## config.mk

```make
export PLATFORM = sky130hd
export DESIGN_NAME = ads1220_seq_ctrl
export DESIGN_NICKNAME = d
export VERILOG_FILES = /design/src/rtl/ads1220_seq_ctrl.sv
export SDC_FILE = /design/constraint.sdc
export NUM_CORES = 1
export LEC_CHECK = 0
export CAP_MARGIN = 20
export CELL_PAD_IN_SITES_DETAIL_PLACEMENT = 1
export CELL_PAD_IN_SITES_GLOBAL_PLACEMENT = 1
export CORE_MARGIN = 5
export CORE_UTILIZATION = 40
export DETAILED_ROUTE_END_ITERATION = 12
export PLACE_DENSITY_LB_ADDON = 0.1
export REMOVE_ABC_BUFFERS = 1
export SLEW_MARGIN = 20
export SYNTH_ARGS = -nofsm -noshare
export SYNTH_HDL_FRONTEND = slang
export SYNTH_SLANG_ARGS = --single-unit
```

## constraint.sdc

```tcl
create_clock -name clk -period 4.1 [get_ports clk]
set_input_delay 0.41 -clock clk [delete_from_list [all_inputs] [get_ports clk]]
set_output_delay 0.41 -clock clk [all_outputs]
set_load 0.005 [all_outputs]
```

## src/rtl/ads1220_seq_ctrl.sv

```systemverilog
// ADS1220 command sequencer: power-up RESET, WREG of four config registers, START/SYNC,
// then DRDY_n-triggered 24-bit reads through an 8-bit go/ok SPI byte engine.
module ads1220_seq_ctrl #(
  parameter int unsigned RST_WAIT_CYC = 3000,
  parameter int unsigned GAP_CYC      = 4,
  parameter int unsigned DRDY_TO_CYC  = 2000000
) (
  input  logic        clk,
  input  logic        rst_n,
  input  logic        en,
  input  logic [31:0] cfg,
  input  logic        cfg_req,
  input  logic        drdy_n,
  output logic        cs_n,
  output logic        spi_go,
  output logic [7:0]  spi_wrdat,
  input  logic [7:0]  spi_rddat,
  input  logic        spi_ok,
  output logic [23:0] sample,
  output logic        sample_vld,
  output logic        busy,
  output logic        err_to
);

  localparam int unsigned RstW = $clog2(RST_WAIT_CYC + 1);
  localparam int unsigned ToW  = $clog2(DRDY_TO_CYC + 1);
  localparam int unsigned GapW = $clog2(GAP_CYC + 1);

  localparam logic [7:0] CmdReset = 8'h06;
  localparam logic [7:0] CmdWreg  = 8'h43;
  localparam logic [7:0] CmdStart = 8'h08;
  localparam logic [7:0] CmdNop   = 8'h00;

  typedef enum logic [2:0] {
    StIdle, StRstCmd, StRstWait, StCfg, StStart, StWaitDrdy, StRead
  } state_e;

  typedef enum logic [1:0] {SubIdle, SubGo, SubGap} sub_e;

  state_e           state_q, state_d;
  sub_e             sub_q, sub_d;
  logic [GapW-1:0]  gap_q, gap_d;
  logic [2:0]       idx_q, idx_d;
  logic [RstW-1:0]  rst_cnt_q, rst_cnt_d;
  logic [ToW-1:0]   to_cnt_q, to_cnt_d;
  logic [31:0]      cfg_q, cfg_d;
  logic             cfg_pend_q, cfg_pend_d;
  logic [23:0]      rd_sh_q, rd_sh_d;
  logic             drdy_meta_q, drdy_sync_q, drdy_prev_q;
  logic             cs_n_q, cs_n_d;
  logic             go_q, go_d;
  logic [7:0]       wrdat_q, wrdat_d;
  logic [23:0]      sample_q, sample_d;
  logic             vld_q, vld_d;
  logic             err_q, err_d;

  logic             drdy_fall;
  logic             send_state;
  logic             byte_done;
  logic             cfg_entry;
  logic [7:0]       cur_byte;

  assign drdy_fall  = drdy_prev_q & ~drdy_sync_q;
  assign send_state = state_q inside {StRstCmd, StCfg, StStart, StRead};

  always_comb begin
    cur_byte = CmdNop;
    unique case (state_q)
      StRstCmd: cur_byte = CmdReset;
      StStart:  cur_byte = CmdStart;
      StCfg: begin
        unique case (idx_q)
          3'd0:    cur_byte = CmdWreg;
          3'd1:    cur_byte = cfg_q[7:0];
          3'd2:    cur_byte = cfg_q[15:8];
          3'd3:    cur_byte = cfg_q[23:16];
          3'd4:    cur_byte = cfg_q[31:24];
          default: cur_byte = CmdNop;
        endcase
      end
      default:  cur_byte = CmdNop;
    endcase
  end

  always_comb begin
    state_d   = state_q;
    sub_d     = sub_q;
    gap_d     = gap_q;
    idx_d     = idx_q;
    rst_cnt_d = '0;
    to_cnt_d  = '0;
    cfg_d     = cfg_q;
    rd_sh_d   = rd_sh_q;
    go_d      = go_q;
    wrdat_d   = wrdat_q;
    sample_d  = sample_q;
    vld_d     = 1'b0;
    err_d     = err_q;
    byte_done = 1'b0;

    // Byte handshake: go held until ok, then GAP_CYC low cycles before the next launch.
    unique case (sub_q)
      SubIdle: begin
        if (send_state && en) begin
          go_d    = 1'b1;
          wrdat_d = cur_byte;
          sub_d   = SubGo;
        end
      end
      SubGo: begin
        if (spi_ok) begin
          go_d  = 1'b0;
          gap_d = '0;
          sub_d = SubGap;
          if (state_q == StRead) rd_sh_d = {rd_sh_q[15:0], spi_rddat};
        end
      end
      SubGap: begin
        if (gap_q == GapW'(GAP_CYC - 2)) begin
          byte_done = 1'b1;
          sub_d     = SubIdle;
        end else begin
          gap_d = gap_q + 1'b1;
        end
      end
      default: sub_d = SubIdle;
    endcase

    unique case (state_q)
      StIdle: begin
        if (en) state_d = StRstCmd;
      end
      StRstCmd: begin
        if (byte_done) state_d = StRstWait;
      end
      StRstWait: begin
        rst_cnt_d = rst_cnt_q + 1'b1;
        if (rst_cnt_q == RstW'(RST_WAIT_CYC - 1)) state_d = StCfg;
      end
      StCfg: begin
        if (byte_done) begin
          if (idx_q == 3'd4) state_d = StStart;
          else idx_d = idx_q + 3'd1;
        end
      end
      StStart: begin
        if (byte_done) state_d = StWaitDrdy;
      end
      StWaitDrdy: begin
        to_cnt_d = to_cnt_q + 1'b1;
        if (drdy_fall) begin
          state_d = StRead;
        end else if (cfg_pend_q) begin
          state_d = StCfg;
        end else if (to_cnt_q == ToW'(DRDY_TO_CYC - 1)) begin
          err_d   = 1'b1;
          state_d = StStart;
        end
      end
      StRead: begin
        if (byte_done) begin
          if (idx_q == 3'd2) begin
            // A read cut short by en low never reaches here with en high.
            if (en) begin
              sample_d = rd_sh_q;
              vld_d    = 1'b1;
            end
            state_d = cfg_q[10] ? StWaitDrdy : StStart;
          end else begin
            idx_d = idx_q + 3'd1;
          end
        end
      end
      default: state_d = StIdle;
    endcase

    // en low: let an in-flight byte finish its gap, never launch another.
    if (!en) begin
      err_d = 1'b0;
      if (state_q inside {StRstWait, StWaitDrdy}) state_d = StIdle;
      else if (send_state && (sub_q == SubIdle || byte_done)) state_d = StIdle;
    end

    if (state_d != state_q) idx_d = '0;
    if (cfg_entry) cfg_d = cfg;
  end

  assign cfg_entry  = (state_d == StCfg) && (state_q != StCfg);
  assign cfg_pend_d = (cfg_pend_q && !cfg_entry) || cfg_req;
  assign cs_n_d     = (state_d == StIdle);

  always_ff @(posedge clk or negedge rst_n) begin
    if (!rst_n) begin
      state_q     <= StIdle;
      sub_q       <= SubIdle;
      gap_q       <= '0;
      idx_q       <= '0;
      rst_cnt_q   <= '0;
      to_cnt_q    <= '0;
      cfg_q       <= '0;
      cfg_pend_q  <= 1'b0;
      rd_sh_q     <= '0;
      drdy_meta_q <= 1'b1;
      drdy_sync_q <= 1'b1;
      drdy_prev_q <= 1'b1;
      cs_n_q      <= 1'b1;
      go_q        <= 1'b0;
      wrdat_q     <= '0;
      sample_q    <= '0;
      vld_q       <= 1'b0;
      err_q       <= 1'b0;
    end else begin
      state_q     <= state_d;
      sub_q       <= sub_d;
      gap_q       <= gap_d;
      idx_q       <= idx_d;
      rst_cnt_q   <= rst_cnt_d;
      to_cnt_q    <= to_cnt_d;
      cfg_q       <= cfg_d;
      cfg_pend_q  <= cfg_pend_d;
      rd_sh_q     <= rd_sh_d;
      drdy_meta_q <= drdy_n;
      drdy_sync_q <= drdy_meta_q;
      drdy_prev_q <= drdy_sync_q;
      cs_n_q      <= cs_n_d;
      go_q        <= go_d;
      wrdat_q     <= wrdat_d;
      sample_q    <= sample_d;
      vld_q       <= vld_d;
      err_q       <= err_d;
    end
  end

  assign cs_n       = cs_n_q;
  assign spi_go     = go_q;
  assign spi_wrdat  = wrdat_q;
  assign sample     = sample_q;
  assign sample_vld = vld_q;
  assign busy       = (state_q != StIdle);
  assign err_to     = err_q;

endmodule

```

==> results_dict.tcl, run 1 <==
set metrics [dict create \
    status "finished, final reports clean" \
    setup_ws_ns 0.844 \
    synth_cell_types 67 \
    tightest_slew_ns 0.774 \
    yosysSeqAreaShare_pct 54.9 \
    grt_pass1_wl_um 25200 \
    via_per_inst 5.17 \
    drv_slew 0 \
    cp_slowest_cell "dfrtp_1" \
    synth_seq_cells 140 \
    yosysWarnings 0 \
    core_area_um2 15800 \
    power_density_nw_per_um2 487 \
    globalRouteOverflowTotal 0 \
    final.setup_skew_ns 0.0103 \
    drtPass1Iterations 5 \
    area_growth_pct 24.8 \
    timing.max_cap.violations 0 \
    dieWidth_um 136 \
    drt_iter0_markers 144 \
    critPathArrivalTime_ns 3.56 \
    die_h_um 136 \
    ctsResizeCount 0 \
    nFillCells 1674 \
    syn_avg_cell_area_um2 12.1 \
    io_buffers 82 \
    path_max_fanout 20 \
    slowest_delay_ns 0.69 \
    grt_pass1_vias 4875 \
    initial_utilization_pct 40.6 \
    crit_buf_inv 1 \
    cts_hold_buffers 0 \
    htree_levels 4 \
    clock.fmax_mhz 307 \
    synthFlopType "dfrtp_1" \
    postRouteAntennaNets 0 \
    setup_viol 0 \
    period_share_pct 79.4 \
    diodes 0 \
    hold_violations 0 \
    clk_latency_ns 0.43 \
    crit_family "simple AND/OR/NAND/NOR gates" \
    dieArea_um2 18600 \
    power.leakage_nw 3.49 \
    avgRoutedWirePerCell_um 17.8 \
    cts_setup_buffers 0 \
    dp_hpwl_um 10100 \
    place.gp.congestion 0.784 \
    min_period_ns 3.26 \
    start_kind "register" \
    postLayoutCellArea_um2 7980 \
    root_buffer "clkbuf_16" \
    drive_above_1_share_pct 21.2 \
    fp-row-count 46 \
    syn_area_um2 6400 \
    antenna_found_initial 0 \
    drc 0 \
    cp-end-kind "register" \
    drt_wl_total_um 15000 \
    peakVddDrop_mv 0.296 \
    final_cells 842 \
    num_vias 4353 \
    nets 668 \
    cts_sinks 140 \
    post-place-cells 810 \
    cts_tree "done" \
    syn-instance-count 530 \
    grt_max_degree 83 \
    io_pins 83 \
    rsz0062_at_grt "no" \
    numCtsBuffers 17 \
    post-place-ws_ns 0.938 \
    grt.total_usage_pct 17.2 \
    cp_cell_sequence "or3b_1 -> nand2b_1 -> o22a_1 -> nand4_1 -> and3b_2 -> buf_4 -> mux2_4" \
    hold_path.class "primary input to asynchronous set/reset pin" \
    max-slew-margin-rel_pct 48.4 \
    synth_edf_count 0 \
    clk_pin_slew_worst_paths_ns 0.06 \
    cts_buffer_depth 2 \
    critPathKind "register to register" \
    placed_cell_area_um2 7390 \
    synth-async-reset-ratio_pct 100 \
    setup_tns_ns 0 \
    crit_required_ns 4.40 \
]
==> cell usage after synthesis, types with 2 or more instances <==
| master | instances | share of area (%) |
|---|---|---|
| xnor2_1 | 13 | 1.8 |
| or2_2 | 2 | 0.20 |
| a22oi_1 | 11 | 1.3 |
| buf_2 | 7 | 0.55 |
| nor4_1 | 2 | 0.20 |
| buf_12 | 3 | 0.94 |
| nand2b_1 | 4 | 0.39 |
| or4_1 | 2 | 0.23 |
| dfrtp_1 | 136 | 53 |
| nand3b_1 | 3 | 0.35 |
| clkbuf_1 | 11 | 0.65 |
| nor2_1 | 50 | 2.9 |
| dfstp_2 | 4 | 1.6 |
| mux2_2 | 51 | 9.0 |
| o21ai_0 | 27 | 2.1 |
| nor3_1 | 6 | 0.47 |
| clkbuf_2 | 2 | 0.16 |
| ha_1 | 9 | 1.8 |
| nand4_1 | 6 | 0.59 |
| nand2_1 | 34 | 2.0 |
| a21boi_0 | 3 | 0.35 |
| and3_1 | 5 | 0.49 |
| nand3_1 | 19 | 1.5 |
| a21oi_1 | 11 | 0.86 |
| or3_1 | 2 | 0.20 |
| o2111ai_1 | 2 | 0.27 |
| and2b_1 | 2 | 0.23 |
| mux2_4 | 29 | 6.8 |
| a222oi_1 | 3 | 0.47 |
| xor2_1 | 16 | 2.2 |
| inv_1 | 14 | 0.82 |
| nor2b_1 | 5 | 0.49 |
| and4b_1 | 2 | 0.31 |
==> stage by stage <==
stage | hold slack [ns] | power [mW] | utilization (%)
2_1_floorplan | 0.114 | 2.09 | -
3_3_place_gp | 0.347 | 2.34 | 46.9
3_5_place_dp | 0.349 | 2.36 | 46.9
4_1_cts | 0.0681 | 3.94 | 50.6
5_1_grt | 0.0926 | 4.08 | 50.6
6_report | 0.0324 | 3.88 | 50.6
==> final cells by class <==
cell class | instances | area (µm²) | area share, %
timing repair buffer | 90 | 882 | 11.1
multi-input combinational | 350 | 2680 | 33.5
clock inverter | 15 | 166 | 2.08
clock buffer | 17 | 425 | 5.33
tap | 216 | 270 | 3.39
inverter | 14 | 52.6 | 0.658
sequential | 140 | 3510 | 44.0
==> final timing paths <==
path	slack (ns)	endpoint	start	cells past startpoint
setup reg to reg	0.84	cfg_q[16]	state_q[1]	7
max in group asynchronous	3.09	cfg_q[8]	rst_n	2
hold / removal	0.03	rst_cnt_q[3]	rst_n	1
setup / recovery	0.84	cfg_q[16]	state_q[1]	7
hold reg to reg	0.36	drdy_sync_q	drdy_meta_q	0
min in group clk	0.36	drdy_sync_q	drdy_meta_q	0
==> cell usage in the layout (no fill, tap or decap), types with 4 or more instances in the layout <==
cell type and count:
a21oi_1 11, a22oi_1 11, and3_1 5, buf_4 8, clkbuf_16 17, clkdlybuf4s50_1 81, dfrtp_1 136, dfstp_2 4
ha_1 9, inv_1 14, inv_6 5, inv_8 6, mux2_2 51, mux2_4 29, nand2_1 34, nand2b_1 4
nand3_1 19, nand4_1 6, nor2_1 49, nor2b_1 5, nor3_1 6, o21ai_0 27, xnor2_1 13, xor2_1 16
==> cell families after synthesis <==
group	Yosys count	share of synthesized area (%)
AO/OA/AOI/OAI	77	8.00
AND/OR/NAND/NOR	154	12.0
adder cells (fa/ha/maj)	9	1.76
XOR/XNOR	29	3.97
multiplexers	81	15.9
flip-flops	140	54.9
buffers and inverters	40	3.46
==> where the power goes <==
part | internal, mW | leakage (nW) | switching (mW) | total, mW
Sequential | 1.57 | 1.90 | 0.155 | 1.72
Combinational | 0.358 | 1.30 | 0.257 | 0.615
Clock | 0.870 | 0.291 | 0.675 | 1.55
Total | 2.80 | 3.49 | 1.09 | 3.88
==> metal layers <==
metal	part of all wire, %	global-route usage, %	vias up	routed length [µm]
li1	-	-	2023	-
met1	45	21.4	2235	6760
met2	49	28.8	81	7390
met3	4.6	5.37	14	687
met4	1.3	4.82	0	189
met5	0	0	-	0
==> registers in the layout, summed over array words and instances (netlist names) <==
| register | cells |
|---|---|
| sample | 24 |
| idx_q | 3 |
| err_to | 1 |
| drdy_meta_q | 1 |
| drdy_prev_q | 1 |
| cfg_q | 32 |
| gap_q | 3 |
| rd_sh_q | 24 |
| drdy_sync_q | 1 |
| rst_cnt_q | 12 |
| cfg_pend_q | 1 |
| sample_vld | 1 |
| sub_q | 2 |
| cs_n | 1 |
| to_cnt_q | 21 |
| state_q | 3 |
| spi_go | 1 |
| spi_wrdat | 8 |
Power figures use the tool's default switching activity.
==> run 2: changes to the inputs <==
Clock period 4.1 ns to 2.65 ns, I/O delays scaled along.
==> run 2 against run 1 <==
  * Utilization rose by 0.90 points
  * Non-clock buffer count grew 14
  * Worst hold slack gained 0.24 ns
  * Largest cell class unchanged
  * Largest power group unchanged
  * Highest routed layer unchanged
==> results_dict.tcl, run 2 (synthesized netlist as in run 1, its figures left out) <==
set metrics [dict create \
    hold_violations 0 \
    cp-end-kind "register" \
    top_register "cfg_q" \
    max-slew-margin-rel_pct 65.5 \
    cts_setup_buffers 0 \
    drtPass1Iterations 4 \
    dieArea_um2 18600 \
    r2r_end "cfg_q[2]" \
    peakVddDrop_mv 0.464 \
    drt_iter0_markers 196 \
    drv_slew 0 \
    htree_levels 4 \
    num_vias 4399 \
    numCtsBuffers 17 \
    diodes 0 \
    crit_required_ns 2.96 \
    drive_above_1_share_pct 23.1 \
    largest_reg_flops 32 \
    setup_tns_ns 0 \
    place.gp.congestion 0.799 \
    timing.max_cap.violations 0 \
    start_kind "register" \
    critPathKind "register to register" \
    area_growth_pct 27.0 \
    root_buffer "clkbuf_16" \
    rrSetupSlack_ns 0.16 \
    core_area_um2 15800 \
    grt_max_degree 62 \
    setup_viol 0 \
    dieWidth_um 136 \
    initial_utilization_pct 40.6 \
    rsz0062_at_grt "no" \
    final.setup_skew_ns 0.00823 \
    postLayoutCellArea_um2 8120 \
    grt_pass1_wl_um 25100 \
    path_max_fanout 18 \
    clk_pin_slew_worst_paths_ns 0.06 \
    nets 682 \
    antenna_found_initial 0 \
    min_period_ns 2.49 \
    power.leakage_nw 3.55 \
    final_cell_mix "dfrtp_1, clkdlybuf4s50_1, mux2_2" \
    hold_depth 1 \
    cts_sinks 140 \
    final_common_cell "dfrtp_1" \
    min_to "drdy_meta_q" \
    via_per_inst 5.14 \
    io_pins 83 \
    io_buffers 82 \
    power_density_nw_per_um2 735 \
    placed_cell_area_um2 7520 \
    grt_pass1_vias 4788 \
    period_share_pct 94.0 \
    drt_wl_total_um 15100 \
    hp-start "drdy_n" \
    cts_tree "done" \
    cts_buffer_depth 2 \
    clk_latency_ns 0.43 \
    tightest_slew_ns 0.518 \
    critPathArrivalTime_ns 2.80 \
    globalRouteOverflowTotal 0 \
    reg2regPathDepth 9 \
    dp_hpwl_um 10500 \
    avgRoutedWirePerCell_um 17.6 \
    postRouteAntennaNets 0 \
    die_h_um 136 \
    clock.fmax_mhz 401 \
    status "finished, final reports clean" \
    drc 0 \
    hold_path.class "primary input to register" \
    r2r_start "gap_q[0]" \
    fp-row-count 46 \
    grt.total_usage_pct 17.3 \
]
run 2: changes by cell type in the layout (fill, tap and decap cells not counted), moves of 2 or more:
cell / delta
buf_12: +3
buf_4: +10
clkinv_4: +2
clkinv_8: +2
inv_6: -2
inv_8: -2
run 2: layout make-up:
cell class / count / area, µm²
Timing Repair Buffer: 104 / 1030
Clock buffer: 17 / 425
Multi-Input combinational cell: 350 / 2690
Tap cell: 216 / 270
Fill cell: 1677 / 7650
Clock inverter: 15 / 154
Inverter: 14 / 52.6
Sequential cell: 140 / 3510
run 2: per-stage QoR:
stage	setup slack, ns	cells	hold WS (ns)	power, mW	util, %
CTS	0.0689	856	0.252	6.04	51.5
finish	0.159	856	0.274	5.97	51.5
global route	0.0243	856	0.250	6.28	51.5
global placement	0.168	823	0.251	3.64	47.7
floorplan	-0.702	504	-0.0306	3.23	-
detailed placement	0.0691	823	0.261	3.69	47.7
run 2: worst max-delay path, cell delays in order, from the launching register on:
cell and delay, ns:
dfrtp_1 0.39, inv_1 0.12, ha_2 0.23, and4bb_4 0.28
nor2_1 0.06, o32ai_2 0.26, and3_1 0.23, and3b_2 0.27
buf_12 0.20, mux2_2 0.34
run 2: timing repair:
item	in CTS	in global routing
resized for setup	0	2
setup endpoints to repair	0	31
hold buffers	1	0
endpoints found under the hold margin	48	0
run 2: how the worst max path moves through the flow:
stage	start	endpoint	slack, ns	cells after the start
detailed placement	gap_q[0]	cfg_q[2]	0.07	9
global placement	gap_q[0]	cfg_q[2]	0.17	9
finish	gap_q[0]	cfg_q[2]	0.16	9
CTS	gap_q[0]	cfg_q[2]	0.07	9
global route	gap_q[0]	cfg_q[2]	0.02	9
floorplan	state_q[2]	cfg_q[0]	-0.70	5
run 2: per-layer routing:
metal	global-route usage (%)	wire, µm	vias to the layer above
met1	21.9	6890	2213
met2	27.8	7190	93
met5	0	0	-
met3	5.74	780	23
li1	-	-	2070
met4	5.99	235	0
run 2: power breakdown:
| group | internal [mW] | switching, mW | leakage [nW] |
|---|---|---|---|
| registers | 2.43 | 0.221 | 1.90 |
| clock network | 1.25 | 1.05 | 0.278 |
| logic | 0.593 | 0.430 | 1.38 |
| total | 4.27 | 1.70 | 3.55 |
